==> src/rtl/td4_prog_loader.sv <==
`default_nettype none
// ============================================================================
//  Module      : td4_prog_loader
//  Description : Program-memory loader for the 4-bit TD4 CPU. Takes a byte
//                stream over valid/ready, writes it into a 16x8 instruction
//                memory, holds the CPU in reset while loading and releases
//                it once the image is complete. It also serves the CPU's
//                combinational instruction-fetch port.
//  Options     : TD4_PROG_LOADER_CHECKSUM_EN - when defined, one checksum
//                byte follows the image; the CPU is only released if the
//                image bytes plus the checksum sum to zero (mod 2**DATA_W).
//  Revision    : 1.0 - initial release
// ============================================================================
module td4_prog_loader #(
    parameter int ADDR_W = 4,
    parameter int DATA_W = 8
) (
    input  logic              clock,
    input  logic              reset,
    input  logic              load_req,
    input  logic              ld_valid,
    input  logic [DATA_W-1:0] ld_data,
    output logic              ld_ready,
    input  logic [ADDR_W-1:0] rd_addr,
    output logic [DATA_W-1:0] rd_data,
    output logic              cpu_reset_n,
    output logic              busy,
    output logic              err,
    output logic [ADDR_W-1:0] load_addr
);

    localparam int                c_DEPTH     = 2 ** ADDR_W;
    localparam logic [ADDR_W-1:0] c_LAST_ADDR = {ADDR_W{1'b1}};

`ifdef TD4_PROG_LOADER_CHECKSUM_EN
    typedef enum logic [2:0] {
        S_IDLE  = 3'd0,
        S_LOAD  = 3'd1,
        S_CHECK = 3'd2,
        S_RUN   = 3'd3,
        S_ERROR = 3'd4
    } state_t;
`else
    typedef enum logic [2:0] {
        S_IDLE  = 3'd0,
        S_LOAD  = 3'd1,
        S_RUN   = 3'd3,
        S_ERROR = 3'd4
    } state_t;
`endif

    state_t              r_state;
    state_t              w_next_state;
    logic                r_load_req_q;
    logic [ADDR_W-1:0]   r_load_addr;
    logic                r_cpu_reset_n;
    logic [DATA_W-1:0]   r_mem [c_DEPTH];
    logic                w_ld_ready;
    logic                w_start;
    logic                w_accept;
    logic                w_enter_load;
    logic                w_last;

    assign w_start      = load_req & ~r_load_req_q;
    assign w_accept     = ld_valid & w_ld_ready;
    assign w_last       = (r_load_addr == c_LAST_ADDR);
    // Only IDLE/RUN/ERROR can move into LOAD, so this marks a fresh load.
    assign w_enter_load = (w_next_state == S_LOAD) && (r_state != S_LOAD);

`ifdef TD4_PROG_LOADER_CHECKSUM_EN
    logic [DATA_W-1:0] r_sum;
    logic              r_err;
    logic [DATA_W-1:0] w_sum_final;

    assign w_sum_final = r_sum + ld_data;

    // Running sum of accepted image bytes; cleared at the start of a load.
    always_ff @(posedge clock or posedge reset) begin
        if (reset) begin
            r_sum <= '0;
        end else if (w_enter_load) begin
            r_sum <= '0;
        end else if (r_state == S_LOAD && w_accept) begin
            r_sum <= w_sum_final;
        end
    end

    // ERROR is left only through a new load, so err simply tracks it.
    always_ff @(posedge clock or posedge reset) begin
        if (reset) begin
            r_err <= 1'b0;
        end else begin
            r_err <= (w_next_state == S_ERROR);
        end
    end

    assign err = r_err;
`else
    assign err = 1'b0;
`endif

    // State register with load_req edge-detect sample.
    always_ff @(posedge clock or posedge reset) begin
        if (reset) begin
            r_state      <= S_IDLE;
            r_load_req_q <= 1'b0;
        end else begin
            r_state      <= w_next_state;
            r_load_req_q <= load_req;
        end
    end

    // Next-state decode; ld_ready is high exactly in the byte-taking states.
    always_comb begin
        w_next_state = r_state;
        w_ld_ready   = 1'b0;
        case (r_state)
            S_IDLE, S_RUN, S_ERROR: begin
                if (w_start) begin
                    w_next_state = S_LOAD;
                end
            end
            S_LOAD: begin
                w_ld_ready = 1'b1;
                if (ld_valid && w_last) begin
`ifdef TD4_PROG_LOADER_CHECKSUM_EN
                    w_next_state = S_CHECK;
`else
                    w_next_state = S_RUN;
`endif
                end
            end
`ifdef TD4_PROG_LOADER_CHECKSUM_EN
            S_CHECK: begin
                w_ld_ready = 1'b1;
                if (ld_valid) begin
                    w_next_state = (w_sum_final == '0) ? S_RUN : S_ERROR;
                end
            end
`endif
            default: begin
                w_next_state = S_IDLE;
            end
        endcase
    end

    // Write pointer: restarts at 0 for each load, advances only on image accepts.
    always_ff @(posedge clock or posedge reset) begin
        if (reset) begin
            r_load_addr <= '0;
        end else if (w_enter_load) begin
            r_load_addr <= '0;
        end else if (r_state == S_LOAD && w_accept) begin
            r_load_addr <= r_load_addr + ADDR_W'(1);
        end
    end

    // CPU runs only while RUN; set on the edge that enters RUN.
    always_ff @(posedge clock or posedge reset) begin
        if (reset) begin
            r_cpu_reset_n <= 1'b0;
        end else begin
            r_cpu_reset_n <= (w_next_state == S_RUN);
        end
    end

    // Instruction memory: not reset so a partial load keeps older contents.
    always_ff @(posedge clock) begin
        if (r_state == S_LOAD && w_accept) begin
            r_mem[r_load_addr] <= ld_data;
        end
    end

    assign rd_data     = r_mem[rd_addr];
    assign ld_ready    = w_ld_ready;
    assign busy        = w_ld_ready;
    assign cpu_reset_n = r_cpu_reset_n;
    assign load_addr   = r_load_addr;

endmodule
`default_nettype wire

==> config.mk <==
export PLATFORM = sky130hd
export DESIGN_NAME = td4_prog_loader
export DESIGN_NICKNAME = d
export VERILOG_FILES = /design/src/rtl/td4_prog_loader.sv
export SDC_FILE = /design/constraint.sdc
export NUM_CORES = 1
export LEC_CHECK = 0
export CAP_MARGIN = 20
export CELL_PAD_IN_SITES_DETAIL_PLACEMENT = 1
export CELL_PAD_IN_SITES_GLOBAL_PLACEMENT = 1
export CORE_MARGIN = 4
export CORE_UTILIZATION = 40
export CTS_BUF_LIST = sky130_fd_sc_hd__clkbuf_8
export DETAILED_ROUTE_END_ITERATION = 8
export GPL_ROUTABILITY_DRIVEN = 0
export PLACE_DENSITY_LB_ADDON = 0.2
export SYNTH_ARGS = -nofsm -noshare
export SYNTH_HDL_FRONTEND = slang
export SYNTH_SLANG_ARGS = --single-unit
==> constraint.sdc <==
create_clock -name clock -period 2.65 [get_ports clock]
set_clock_uncertainty 0.15 [all_clocks]
set_input_delay 0.53 -clock clock [delete_from_list [all_inputs] [get_ports clock]]
set_output_delay 0.53 -clock clock [all_outputs]
set_load 0.005 [all_outputs]
; ---- Yosys cells after proc, flatten, opt, wreduce, memory -nomap -nowiden
; Memories as Yosys holds them, arrays and structs flattened.
; Cells that the tools add are included.
; W data, S select, Z words.
[word_totals]
reg_bits = 9
ramBits = 128
inputBits = 16
out_inout_bits = 16
n_memories = 1
[op_classes]
addsub = 1
n_eq_ne = 7
n_mux = 8
n_bitwise = 3
n_reduce_logical = 6
[mem_list]
columns = memory, words, word_bits, read_ports, rd_ports_with_merged_regs, write_ports, line_no
row1 = r_mem, 16, 8, 1, 0, 1, 57  ; logic [DATA_W-1:0] r_mem [c_DEPTH];
[op_table]
columns = op, n
row1 = $mux W4, 2
row2 = $eq A3 B1 Y1 const B, 2
row3 = $eq A3 B2 Y1 const B, 2
row4 = $mux W3, 2
row5 = $pmux W3 S2, 1
row6 = $add A4 B1 Y4 const B, 1
row7 = $eq A4 B4 Y1 const B, 1
row8 = $eq A3 B3 Y1 const B, 1
row9 = $logic_and A1 B1 Y1, 3
row10 = $logic_not A3 Y1, 1
row11 = $mux W1, 3
row12 = $ne A3 B1 Y1 const B, 1
row13 = $reduce_or A3 Y1, 1
row14 = $and A1 B1 Y1, 2
row15 = $reduce_bool A2 Y1, 1
row16 = $not A1 Y1, 1

; ---- Longest topological paths before layout
[logic_depth]
depth_word = 7
mapped_depth = 5

; ---- Worst setup path after synthesis
; OpenSTA, ideal clock, no wires.
[synth_timing]
path_kind = input to output
from = in rd_addr[0]
to = out rd_data[5]
arrival_time_ps = 1577
required_time_ps = 1970
slack_ps = 393
stages = 5
n_path_buf = 2
path_cell_list = buf_6 > buf_6 > mux4_1 > a22oi_1 > nand2_1
[synth_via]
elab_chain_len = 1
[synth_lines]
columns = element, line_no
row1 = from (decl), 24  ; input logic [ADDR_W-1:0] rd_addr,
row2 = $mem_v2 Z16 W8, --
row3 = to (decl), 25  ; output logic [DATA_W-1:0] rd_data,
; No other way between the ends.

; ---- Worst setup path in the final report
[layout_timing]
from = in rd_addr[0]
to = out rd_data[7]
; Same word-level chain as after synthesis.

==> impl_metrics.csv <==
group,metric,value,unit
synth,synth_area_leaders,"edfxtp_1 (71%), mux4_2 (7.4%), mux4_1 (6.8%)",
routing,drt_iter0_drc,147,
timing,rsz0062_at_grt,"yes",
worst_setup_path,cpMaxStageDelayCell,"mux4_2",
synth,synthCells,269,
synth,ys_async_sr_fraction,6.57,%
power,pwr_density_cell,736,nW/um2
placed_design,io_buffers,30,
synth,synth_seq_cells,137,
synth,yosysWarnings,0,
synth,synthFlopType,"edfxtp_1",
timing,slew_violations,0,
floorplanning,start_util,40.9,%
worst_setup_path,slowest_delay,490,ps
worst_setup_path,crit_family,"buffers and inverters",
synth,synth_top_family_by_area,"multiplexers",
synth,synth_edf_count,128,
cts,cts_max_level,4,
synth,synthMuxAreaShare,14.2,%
floorplanning,ioPinCount,32,
routing,drc,0,
worst_setup_path,crit_required,1970,ps
timing,fin_ws,42.4,ps
synth,ys_seq_area_share,74.8,%
synth,synth_area_per_cell,20.2,um2
cts,tritoncts,"done",
synth,mappedNetlistNets,289,
synth,synth-simple-area-share,4.48,%
timing,period_share,98.4,%
floorplanning,placementRows,42,
placed_design,pre_cts_ws,-497,ps
cts,cts_buffers,17,
worst_setup_path,arrival,1930,ps
floorplanning,die_h,125,um
power,max-vdd-ir-drop,0.384,mV
worst_setup_path,startpoint,"rd_addr[0]",
worst_setup_path,crit_buf_inv,4,
routing,vias,2737,
synth,synth_compound_area_share,3.22,%
synth,synth_fa_ha_area_share,0.920,%
timing,period_minus_slack,2610,ps
worst_setup_path,worstSetupEndpointType,"output pin",
cts,root_buffer,"clkbuf_8",
cts,clockBufferDepth,2,
layout,fin_nets,360,
timing,fmax,383,MHz
routing,post_drt_wl_per_cell,22.0,um
timing,tightest_slew,584,ps
global_routing,grt_pass1_vias,3096,
synth,synth_top_cell_by_area,"edfxtp_1",
global_routing,track_usage,15.8,%
global_routing,grt_pass1_wl,18200,um
worst_setup_path,crit_path_cell_trace,"buf_8 -> buf_12 -> buf_4 -> mux4_2 -> a22oi_1 -> nand2_1 -> dlygate4sd2_1",
job,drv_cap,0,
global_routing,antenna_found_initial,0,
global_routing,grt_max_degree,17,
global_routing,grt.overflow.total,0,
worst_setup_path,critPathMaxFanout,8,
synth,yosys.area.top_type_share,70.6,%
worst_setup_path,criticalPathCategory,"in2out",
timing,setup_viol,0,
power,leakagePower,2.22,nW
run_status,status,"finished, final reports clean",
cts,clk_pin_slew,70,ps
worst_setup_path,reg2reg_slack,700,ps
floorplanning,die-area,15500,um2
routing,via_per_inst,5.21,
layout,utilization,49.1,%
timing,fin_setup_tns,0,ps
synth,synth_xor_area_share,0,%
synth,synth_area,5440,um2
layout,antenna_cells,0,
worst_setup_path,reg2reg_from,"r_state[2]$_DFF_PP0_",
worst_setup_path,crit_path_start_kind,"input pin",
floorplanning,die_x,125,um
layout,drive_above_1_share,30.1,%
placed_design,place_hpwl,7720,um
routing,drt_pass1_iterations,4,
hold_path,min_path_type,"in2async",
synth,synth_cell_types,32,
floorplanning,coreArea,13300,um2
cts,clock_sinks,137,
routing,routed_wirelength,11600,um
cts,clock_latency,430,ps
timing,finalHoldViolCount,0,
layout,syn_to_final_growth,19.8,%
routing,ant_nets,0,
cts,hold_buffers,0,
timing,relSlewSlack,61.0,%
-- layout make-up --
class | instances | area [um2]
clock inverter | 11 | 71.3
multi-input combinational | 113 | 1270
inverter | 4 | 15.0
tap | 176 | 220
sequential | 137 | 4070
timing repair buffer | 67 | 647
fill | 1238 | 6770
clock buffer | 17 | 234
-- layer usage --
layer | vias up | wire (um) | global-route usage (%)
li1 | 1234 | - | -
met1 | 1429 | 5010 | 19.7
met4 | 0 | 156 | 5.80
met5 | - | 0 | 0
met3 | 14 | 375 | 3.95
met2 | 60 | 6010 | 26.7
-- repair_timing --
action | in CTS | in global routing
pin swaps | 7 | 3
cloned | 1 | 0
resized for setup | 50 | 4
buffers inserted | 4 | 4
setup endpoints to repair | 8 | 4
-- worst register-to-register path, delay by kind of cell, from the launching register on --
kind | cells | cell delay [ps]
buffers and inverters | 2 | 420
AND/OR/NAND/NOR | 3 | 660
flip-flops | 1 | 410
-- Yosys cell counts, types with 4 or more instances --
cell / count
nand2b_1: 4
ha_1: 4
nor3_1: 4
inv_1: 4
edfxtp_1: 128
nor2_1: 14
mux4_2: 18
mux4_1: 14
nand2_1: 16
o21ai_0: 4
dfrtp_1: 9
a22oi_1: 16
-- sequential cells by signal, indices dropped and copies added (netlist names) --
signal        cells
r_load_req_q      1
load_addr         4
cpu_reset_n       1
r_state           3
r_mem           128
-- worst paths after layout --
kind | end | cells after the start
max in group asynchronous | r_state[1]$_DFF_PP0_ | 2
worst min register to register | r_state[0]$_DFF_PP0_ | 2
min in group clock | r_load_req_q$_DFF_PP0_ | 1
worst min-delay path | load_addr[1]$_DFFE_PP0P_ | 2
worst max-delay path | rd_data[7] | 7
worst max register to register | r_mem[3][2]$_DFFE_PP_ | 5
-- where the power goes --
group / internal [mW] / switching [mW]
sequential: 2.58 / 0.107
combinational: 0.334 / 0.383
clock: 0.688 / 0.704
total: 3.60 / 1.19
-- through the flow --
| stage | hold WS [ps] | area (um2) | instances | total power, mW |
|---|---|---|---|---|
| 2_1_floorplan | 208 | 5440 | 269 | 3.06 |
| 3_3_place_gp | 417 | 6090 | 488 | 3.42 |
| 3_5_place_dp | 441 | 6090 | 488 | 3.44 |
| 4_1_cts | 200 | 6490 | 521 | 4.86 |
| 5_1_grt | 208 | 6520 | 525 | 5.03 |
| 6_report | 210 | 6520 | 525 | 4.80 |
-- cell families (layout without fill, tap and decap cells) --
kind of cell	count (synthesis)	after routing
simple gates	50	50
fa+ha+maj	4	4
mux	32	32
flops	137	137
compound gates	26	26
buf+inv	19	99
other cells	1	1
-- placed cells by master, fill, tap and decap left out, types with 2 or more instances in the layout --
cell type and n:
nor2b_1 2, o22ai_1 2, or3_1 2, clkbuf_8 17, clkinv_1 3, buf_4 30
a21oi_1 3, dfrtp_1 9, mux4_2 29, o21ai_0 4, clkdlybuf4s50_1 18, dlygate4sd2_1 6
nand2_1 16, buf_6 2, edfxtp_1 128, a22oi_2 10, nor2_1 13, nor3_1 4
mux4_1 3, clkinv_2 3, buf_12 4, nand2b_1 4, ha_1 4, a22oi_1 6
inv_1 8
Power figures use the tool's default switching activity.
